**src/rtl/modn_down_timer.sv**
```systemverilog
// Mod-N down-counting timer with IDLE/RUN control, one-shot or free-run mode,
// and a synchronous load that clamps out-of-range values to N-1.
//
// state | meaning
// IDLE  | q holds (except on load), tc stays low
// RUN   | q counts down, wraps 0 -> N-1 with a one-cycle tc pulse
module modn_down_timer #(
  parameter int N     = 12,
  parameter int WIDTH = 4
) (
  input  logic             clk,
  input  logic             reset,
  input  logic             start,
  input  logic             stop,
  input  logic             oneshot,
  input  logic             load,
  input  logic [WIDTH-1:0] load_val,
  output logic [WIDTH-1:0] q,
  output logic             tc,
  output logic             busy,
  output logic             load_err
);

  typedef enum logic {IDLE = 1'b0, RUN = 1'b1} state_t;

  localparam logic [WIDTH-1:0] QMAX = WIDTH'(N - 1);

  state_t state;
  logic   mode_oneshot;

  always_ff @(posedge clk or posedge reset) begin
    if (reset) begin
      state        <= IDLE;
      mode_oneshot <= 1'b0;
      q            <= QMAX;
      tc           <= 1'b0;
      load_err     <= 1'b0;
    end else begin
      tc       <= 1'b0;
      load_err <= 1'b0;

      case (state)
        IDLE: begin
          if (start && !stop) begin
            state        <= RUN;
            mode_oneshot <= oneshot;
          end
        end
        RUN: begin
          // A load suppresses the wrap, so it also suppresses the one-shot exit.
          if (stop)
            state <= IDLE;
          else if (!load && (q == '0) && mode_oneshot)
            state <= IDLE;
        end
        default: state <= IDLE;
      endcase

      if (load) begin
        if (load_val > QMAX) begin
          q        <= QMAX;
          load_err <= 1'b1;
        end else begin
          q <= load_val;
        end
      end else if ((state == RUN) && !stop) begin
        if (q == '0) begin
          q  <= QMAX;
          tc <= 1'b1;
        end else begin
          q <= q - WIDTH'(1);
        end
      end
    end
  end

  assign busy = (state == RUN);

endmodule
```
**config.mk**
```make
export PLATFORM = sky130hd
export DESIGN_NAME = modn_down_timer
export DESIGN_NICKNAME = d
export VERILOG_FILES = /design/src/rtl/modn_down_timer.sv
export SDC_FILE = /design/constraint.sdc
export NUM_CORES = 1
export LEC_CHECK = 0
export ABC_CLOCK_PERIOD_IN_PS = 1500
export BUFFER_PORTS_ARGS = -buffer_cell sky130_fd_sc_hd__buf_2
export CAP_MARGIN = 10
export CORE_AREA = 2 2 39 41
export DETAILED_ROUTE_END_ITERATION = 6
export DIE_AREA = 0 0 41 43
export GPL_TIMING_DRIVEN = 0
export HOLD_SLACK_MARGIN = 0.06
export PLACE_DENSITY_LB_ADDON = 0.15
export SKIP_LAST_GASP = 1
export SYNTH_ARGS = -nofsm -noshare
export SYNTH_HDL_FRONTEND = slang
export SYNTH_SLANG_ARGS = --single-unit
```
**constraint.sdc**
```tcl
create_clock -name clk -period 1.5 [get_ports clk]
set_input_delay 0.15 -clock clk [delete_from_list [all_inputs] [get_ports clk]]
set_output_delay 0.15 -clock clk [all_outputs]
set_load 0.01 [all_outputs]
```
# == After elaboration in Yosys (flattened, before gate mapping) ==
# Cells that the tools add are included.
# word_totals
wordCells,30
input_bits,10
reg_bits,8
output_inout_bits,7
# classes
n_addsub,1
n_reduce_logical,9
n_mux,13
order_cmp,1
n_bitwise,1
# op_table
cell,count
$mux W4,4
$mux W1,8
$gt A4 B4 Y1 const B,1
$logic_and A1 B1 Y1,4
$logic_not A4 Y1,1
$sub A4 B1 Y4 const B,1
$logic_not A1 Y1,2
$pmux W1 S2,1
$reduce_and A2 Y1,1
$reduce_bool A2 Y1,1
$not A1 Y1,1

# == Longest topological paths before layout ==
# Gate-level depths: netlist (run 1).
# logic_depth
word_depth,6
ltp_mapped,5
ltp_nobuf,5

# == Least setup slack after synthesis (run 1) ==
# OpenSTA, ideal clock, no wires.
# synth_timing
path_kind,reg-to-reg
start,register q[0]
end,register state (netlist: busy)
stages_incl_launch_ff,6
synth_period_minus_slack_ps,1395
setup_time_ps,119
setup_slack_ps,105
path_buffers,0
t_required_ps,1381
arrival_ps,1276
cell_sequence,dfstp_2 > inv_1 > ha_1 > or4b_4 > o22ai_1 > nor2_1
# synth_between
elab_chain_cells,6
# synth_rtl
item,line,text
"start, declared",18,"output logic [WIDTH-1:0] q,"
"start signal, assigned",64,q <= load_val;
"start signal, assigned",71,q <= q - WIDTH'(1);
$logic_not A4 Y1,53,else if (!load && (q == '0) && mode_oneshot)
$logic_and A1 B1 Y1 (2 in series),53,
$mux W1,53,
$mux W1,51,if (stop)
$pmux W1 S2,42,case (state)
"end signal, assigned",45,state <= RUN;
"end signal, assigned",52,state <= IDLE;
"end signal, assigned",54,state <= IDLE;
"end, declared",28,state_t state;
# Every way passes these cells.
# A chain may end at the register's enable or synchronous reset.

# == Worst setup path in the final report (run 1) ==
# layout_timing
start,register q[1]
end,register state (netlist: busy)
# The elaborated chain is that of the path after synthesis.

==> run metrics, run 1 <==
run status finished clean; crit path kind flop to flop; Synth cell types 26; Warnings, synthesis 0; final setup fails 0; drt drc 0; Rows 14; first-pass detailed-route iteration total 4; maximum VDD drop between 0.4 and 0.5 mV; clock skew roughly 13 ps; critical path fanouts, max 5; period utilization 0.949; syn avg cell area slightly below 10 um^2; commonest non-fill, non-tap cell in the layout buf_2; Max-Cap Viols 0; Starting Density 0.321; gpl congestion 0.699; Tot GR Track Use 0.132; Seq/Total Area, Yosys 0.459; wire per inst 11.2 um; Port Buf Inserts 16; worst endpoint required time 1650 ps; First DRT Iteration DRCs 3; Inst Count DP 77; Tightest Pin Transition 407 ps; Top Ports 17; Die Span Y 43 um; Final min period 1420 ps; Crit path max-delay family simple AND/OR/NAND/NOR gates; CORE AREA 1380 um^2; worst skew pair latency 260 ps; cell chain of the critical path inv_1 -> ha_2 -> or4b_4 -> o22ai_2 -> nor2_1; final-report max-slew violation count 0; critical path's largest stage delay 490 ps; TritonCTS clock tree built; vias in the first global route between 300 and 400; power per cell area 961 nW/um^2; CTS clk-pin slew, worst paths roughly 60 ps; initial antenna violation count 0; Fillers 140; Slew HR 0.729; WP data arrival 1580 ps; Post-Syn Area 444 um^2; layout cells sized above 1 0.485; Post-DP HPWL a little over 700 um; nets a little under 80; largest net degree at the start of global routing 11; DR vias/cell 4.77; die area 1760 um^2; post-synthesis cell count 45; gr ovfl total 0; Fin Setup TNS 0 ps; Final Hold Vio Count 0; Root Driver clkbuf_4; crit end category flop; Post-Layout Inst Area between 500 and 600 um^2; Post-DP Area 544 um^2; most frequent cells in the layout buf_2, inv_1, dfrtp_1; register bit total from synthesis 8; final non-filler cell total 82; RSZ-0062 raised after global routing no; first-pass GRT wire length between 1500 and 2000 um; Max clock buf depth 2; setup bufs post-CTS 0; Sink Count 8; fin util 0.426; DRT antenna net count 0; ant diodes 0; Slowest cell on crit path or4b_4; Vias 391; Synth Net Count 56; startpoint types flop; Layout area overhead 32.7%; Die W a little over 40 um; Leak Pwr 0.284 nW; Min-Delay Path Class input port to flop; worst path bufs/invs 1; Num CTS Buffers 3; Final Total Pwr ~0.57 mW; DRT Wirelength 920 um; H-tree level count 1; Max Clock Freq 703 MHz
sequential cells by signal (all words and copies together), names as in the netlist:
signal and flops:
mode_oneshot 1, tc 1, load_err 1, busy 1
q 4
what timing repair did:
action | in CTS | in global routing
endpoints found under the hold margin | 5 | 0
setup endpoints to repair | 0 | 1
hold buffers | 1 | 0
gates resized for setup | 0 | 2
worst reg2reg max path, stage by stage, from the launching register on:
cell and delay [ps]:
dfstp_2 380, inv_1 70, ha_2 210, or4b_4 490
o22ai_2 120, nor2_1 60
path summary, 6_finish.rpt:
check / start / to / slack (ps) / cells past startpoint
worst max-delay path: q[1] / busy / 80 / 5
worst min-delay path: stop / tc / 90 / 2
worst max register to register: q[1] / busy / 80 / 5
worst min register to register: mode_oneshot / mode_oneshot / 510 / 1
max in group asynchronous: reset / q[0] / 830 / 3
min in group asynchronous: reset / mode_oneshot / 370 / 3
cells in the mapped netlist:
library cell / n / area, um^2
and3_1: 1 / 6.26
o21ai_2: 1 / 8.76
nor2_1: 4 / 15.0
a41o_2: 1 / 11.3
o21ai_0: 3 / 15.0
clkbuf_1: 1 / 3.75
inv_1: 5 / 18.8
o211ai_1: 1 / 7.51
a211o_1: 1 / 8.76
and2_1: 1 / 6.26
nor3b_2: 1 / 12.5
or4b_4: 1 / 13.8
buf_2: 1 / 5.00
o311a_2: 1 / 11.3
nor2b_1: 1 / 6.26
o21bai_1: 1 / 7.51
a31oi_1: 1 / 6.26
nand3_1: 1 / 5.00
ha_1: 1 / 12.5
dfstp_2: 3 / 78.8
nor3b_1: 1 / 7.51
dfrtp_1: 5 / 125
o31ai_1: 1 / 7.51
nand2_1: 4 / 15.0
o22ai_1: 1 / 6.26
mux2_2: 2 / 22.5
logic make-up after synthesis:
family                   after synthesis  share of synthesized area
AO/OA/AOI/OAI                         12                      0.203
adder cells (fa/ha/maj)                1                     0.0282
buffers and inverters                  7                     0.0620
flip-flops                             8                      0.459
multiplexers                           2                     0.0507
AND/OR/NAND/NOR                       15                      0.197
stage by stage:
step | hold slack (ps) | worst slack [ps]
5_1_grt | 80.6 | 1.20
2_1_floorplan | -36.5 | 105
4_1_cts | 82.6 | 21.0
6_report | 89.0 | 76.9
3_3_place_gp | 113 | 62.4
3_5_place_dp | 116 | 8.10
final cells by class:
type | instances | area [um^2] | area share
sequential | 8 | 204 | 0.346
clock buffer | 4 | 26.3 | 0.0446
buffer | 2 | 8.76 | 0.0149
tap | 16 | 20.0 | 0.0340
multi-input combinational | 30 | 221 | 0.376
inverter | 5 | 18.8 | 0.0318
timing repair buffer | 17 | 90.1 | 0.153
power breakdown:
group          leakage [nW]  switching [mW]  internal (mW)
combinational         0.173          0.0592         0.0608
sequential           0.0962          0.0207          0.243
clock                0.0150          0.0801          0.102
routing by layer:
metal  routed length (um)  GRT usage  vias to the layer above
li1                     -          -                      201
met5                    0          0                        -
met3                   97     0.0995                        0
met2                  426      0.172                       17
met1                  396      0.176                      173
met4                    0     0.0200                        0
Note: power is estimated with default switching activity, not from simulation.
==> run 2, diff against run 1 <==
--- a/config.mk
+++ b/config.mk
@@ -11,9 +11,12 @@
 export CORE_AREA = 2 2 39 41
 export DETAILED_ROUTE_END_ITERATION = 6
 export DIE_AREA = 0 0 41 43
+export GPL_ROUTABILITY_DRIVEN = 1
 export GPL_TIMING_DRIVEN = 0
 export HOLD_SLACK_MARGIN = 0.06
 export PLACE_DENSITY_LB_ADDON = 0.15
+export REMOVE_ABC_BUFFERS = 1
+export SETUP_SLACK_MARGIN = 0.5
 export SKIP_LAST_GASP = 1
 export SYNTH_ARGS = -nofsm -noshare
 export SYNTH_HDL_FRONTEND = slang
==> run 2 against run 1 <==
Worst hold slack improved by 31 ps; first-iteration DRC count is 100% lower; via count rose by 13%; combinational power rose by 75%; die area did not move; count of clock-buffer cells in the layout did not move; cell count up 12%; core utilization increased by 10 points; highest routed layer is now met4.
==> run metrics, run 2 (synthesis gave the netlist of run 1 again) <==
run status finished clean; Max-Cap Viols 0; Leak Pwr between 0.3 and 0.4 nW; wire per inst 12.3 um; commonest non-fill, non-tap cell in the layout buf_2; Layout area overhead 64.2%; CORE AREA 1380 um^2; largest net degree at the start of global routing 12; Vias 440; Top Ports 17; maximum VDD drop 0.476 mV; power per cell area 898 nW/um^2; most frequent cells in the layout buf_2, buf_4, dfrtp_1, buf_6; vias in the first global route 400; RSZ-0062 raised after global routing yes; Rows 14; First DRT Iteration DRCs 0; period utilization 0.884; WP data arrival 1480 ps; DRT Wirelength ~1100 um; Final Total Pwr 0.655 mW; Port Buf Inserts 16; first-pass detailed-route iteration total 1; startpoint types flop; Slew HR 0.784; Tightest Pin Transition between 300 and 400 ps; Max clock buf depth 2; DR vias/cell 4.78; Tot GR Track Use 0.158; Sink Count 8; r2r worst-path depth 5; drt drc 0; final setup fails 0; final-report max-slew violation count 0; Num CTS Buffers 3; worst endpoint required time 1660 ps; crit end category flop; critical path fanouts, max 4; Die W 41 um; Setup WS post-layout ~170 ps; DRT antenna net count 0; ant diodes 0; Largest Register q; Max Clock Freq around 750 MHz; dpl ws 46.9 ps; worst skew pair latency 260 ps; gpl congestion around 0.76; crit path kind flop to flop; initial antenna violation count 0; CTS clk-pin slew, worst paths 60 ps; layout cells sized above 1 0.632; first-pass GRT wire length 1770 um; nets 88; Final min period 1330 ps; Final Hold Vio Count 0; Root Driver clkbuf_4; gr ovfl total 0; TritonCTS clock tree built; die area ~1800 um^2; clock skew between 7 and 8 ps; Die Span Y roughly 43 um; H-tree level count 1; Min-Delay Path Class input port to flop; Starting Density 0.321; max reg flops 4; WHS Path Cells 2; Fin Setup TNS 0 ps
## run 2: final timing paths
path | startpoint | end | slack, ps
setup / recovery | q[0] | busy | 170
hold / removal | oneshot | mode_oneshot | 120
setup reg to reg | q[0] | busy | 170
hold reg to reg | mode_oneshot | mode_oneshot | 510
max in group asynchronous | reset | q[0] | 820
min in group asynchronous | reset | load_err | 380
## run 2: stage by stage
stage | utilization | cells | cell area, um^2 | hold WS [ps]
global placement | 0.387 | 75 | 536 | 111
CTS | 0.503 | 88 | 696 | 112
finish | 0.527 | 92 | 729 | 120
detailed placement | 0.387 | 75 | 536 | 119
global route | 0.527 | 92 | 729 | 116
floorplan | - | 43 | 435 | -36.5
## run 2: timing repair
action	4_1_cts	5_1_grt
pin swaps	7	2
endpoints found under the hold margin	5	0
gates resized for setup	14	2
hold buffers	1	0
setup buffers	8	4
endpoints found under the setup margin	10	12
## run 2: power by group
group / switching [mW] / internal, mW
registers: 0.0168 / 0.243
clock network: 0.0829 / 0.102
logic: 0.0889 / 0.121
## run 2: per-layer routing
metal | track usage | part of all wire
met5 | 0 | 0
met4 | 0.120 | 0.034
met3 | 0.0628 | 0.044
met2 | 0.216 | 0.51
met1 | 0.190 | 0.41
## run 2: layout make-up
| class | instances | area [um^2] |
|---|---|---|
| multi-input combinational | 30 | 254 |
| sequential | 8 | 204 |
| clock buffer | 4 | 26.3 |
| timing repair buffer | 29 | 206 |
| fill | 136 | 654 |
| tap | 16 | 20.0 |
| inverter | 5 | 18.8 |
## run 2: worst max-delay path, stage by stage, from the launching register on
cell     delay [ps]
dfstp_2         380
inv_2            60
ha_4            140
or4b_4          480
o22ai_2         110
nor2_1           50
==> run 3, diff against run 2 <==
--- a/config.mk
+++ b/config.mk
@@ -14,7 +14,6 @@
 export GPL_ROUTABILITY_DRIVEN = 1
 export GPL_TIMING_DRIVEN = 0
 export HOLD_SLACK_MARGIN = 0.06
-export PLACE_DENSITY_LB_ADDON = 0.15
 export REMOVE_ABC_BUFFERS = 1
 export SETUP_SLACK_MARGIN = 0.5
 export SKIP_LAST_GASP = 1
==> run 3 against run 2 <==
Global-route usage fell by 1.8 points; die area did not move; final area fell by 5.0%; first-iteration DRC count rose by 6; combinational power fell by 9.5%; core utilization fell by 2.6 points; largest cell class unchanged; power fell by 2.5%; critical endpoint unchanged.
==> run metrics, run 3 (synthesis gave the netlist of run 1 again) <==
TritonCTS clock tree built; Tightest Pin Transition 317 ps; Die Span Y 43 um; Die W 41 um; DRT Wirelength 1080 um; final setup fails 0; Top Ports 17; Max-Cap Viols 0; Hold Path Origin oneshot; CORE AREA 1380 um^2; worst skew pair latency approximately 270 ps; initial antenna violation count 0; RSZ-0062 raised after global routing yes; Max clock buf depth 2; crit end category flop; Sink Count 8; gpl congestion between 0.8 and 0.9; vias in the first global route 381; WHS Path Cells 2; Worst R2R Start q[1]; startpoint types flop; Slew HR 0.788; critical path fanouts, max 4; final-report max-slew violation count 0; clock skew 5.92 ps; Post-DP HPWL 647 um; Fin Setup TNS 0 ps; Vias 437; CTS clk-pin slew, worst paths 60 ps; period utilization 0.885; Rows 14; Worst Hold End mode_oneshot; Largest Register q; flop2flop setup slack 170 ps; DRT antenna net count 0; commonest non-fill, non-tap cell in the layout buf_2; r2r worst-path depth 5; ant diodes 0; power per cell area 922 nW/um^2; drt drc 0; Layout area overhead 56.1%; fin util 0.501; die area roughly 1800 um^2; layout cells sized above 1 0.603; max reg flops 4; Final Hold Vio Count 0; run status finished clean; maximum VDD drop 0.384 mV; DR vias/cell around 4.9; first-pass GRT wire length 1520 um; Port Buf Inserts 16; wire per inst roughly 12 um; Fillers 139; Root Driver clkbuf_4; Final min period approximately 1300 ps; nets 85; WP data arrival 1490 ps; Min-Delay Path Class input port to flop; Leak Pwr 0.337 nW; First DRT Iteration DRCs 6; Starting Density 0.321; first-pass detailed-route iteration total 4; largest net degree at the start of global routing 12; Num CTS Buffers 3; area taken by flip-flops and latches around 200 um^2; Max Clock Freq ~750 MHz; RR Endpoint busy; most frequent cells in the layout buf_2, buf_4, dfrtp_1; multi-input logic area 248 um^2; gr ovfl total 0; worst endpoint required time 1660 ps; H-tree level count 1; crit path kind flop to flop; Tot GR Track Use 0.140
-- run 3: changes by cell type in the layout (fill, tap and decap cells not counted), sizes merged --
cell  change
buf       -3
-- run 3: metrics by stage --
stage / cells / hold slack (ps) / area, um^2 / worst slack, ps / total power [mW]
3_5_place_dp: 75 / 117 / 536 / 42.8 / 0.381
3_3_place_gp: 75 / 111 / 536 / 45.8 / 0.378
4_1_cts: 84 / 104 / 647 / 197 / 0.621
2_1_floorplan: 43 / -36.5 / 435 / 105 / 0.334
6_report: 89 / 112 / 693 / 172 / 0.639
5_1_grt: 89 / 104 / 693 / 140 / 0.684
-- run 3: repair_timing --
| action | 4_1_cts | 5_1_grt |
|---|---|---|
| hold buffers | 1 | 0 |
| pin swaps | 7 | 1 |
| buffers inserted | 4 | 5 |
| hold endpoints to repair | 5 | 0 |
| gates resized for setup | 11 | 2 |
| endpoints found under the setup margin | 9 | 12 |
-- run 3: cell type report --
cell class / instances / area share
well taps: 16 / 0.0289
clock buffers: 4 / 0.0379
repair buffers: 26 / 0.255
inverters: 5 / 0.0271
flip-flops and latches: 8 / 0.294
multi-input cells: 30 / 0.357
-- run 3: power breakdown --
part	leakage (nW)	total (mW)	internal, mW	switching (mW)
combinational	0.226	0.190	0.108	0.0821
clock	0.0150	0.190	0.103	0.0872
sequential	0.0962	0.259	0.243	0.0164
-- run 3: per-layer routing --
layer	vias to the layer above	wire (um)	part of all wire	global-route usage
met2	16	491	0.45	0.191
met3	6	79	0.073	0.0942
met4	0	30	0.028	0.100
met1	198	479	0.44	0.147
li1	217	-	-	-
met5	-	0	0	0
-- run 3: worst max path at each step --
stage,cells after the start,start,end,slack [ps]
global placement,5,q[0],busy,50
CTS,5,q[1],busy,200
floorplan,5,q[0],busy,100
finish,5,q[1],busy,170
global route,5,q[1],busy,140
detailed placement,5,q[0],busy,40
-- run 3: critical path, stage by stage (launching register included) --
cell and delay, ps:
dfstp_2 370, inv_2 70, ha_4 150, or4b_4 480, o22ai_2 100, nor2_1 50
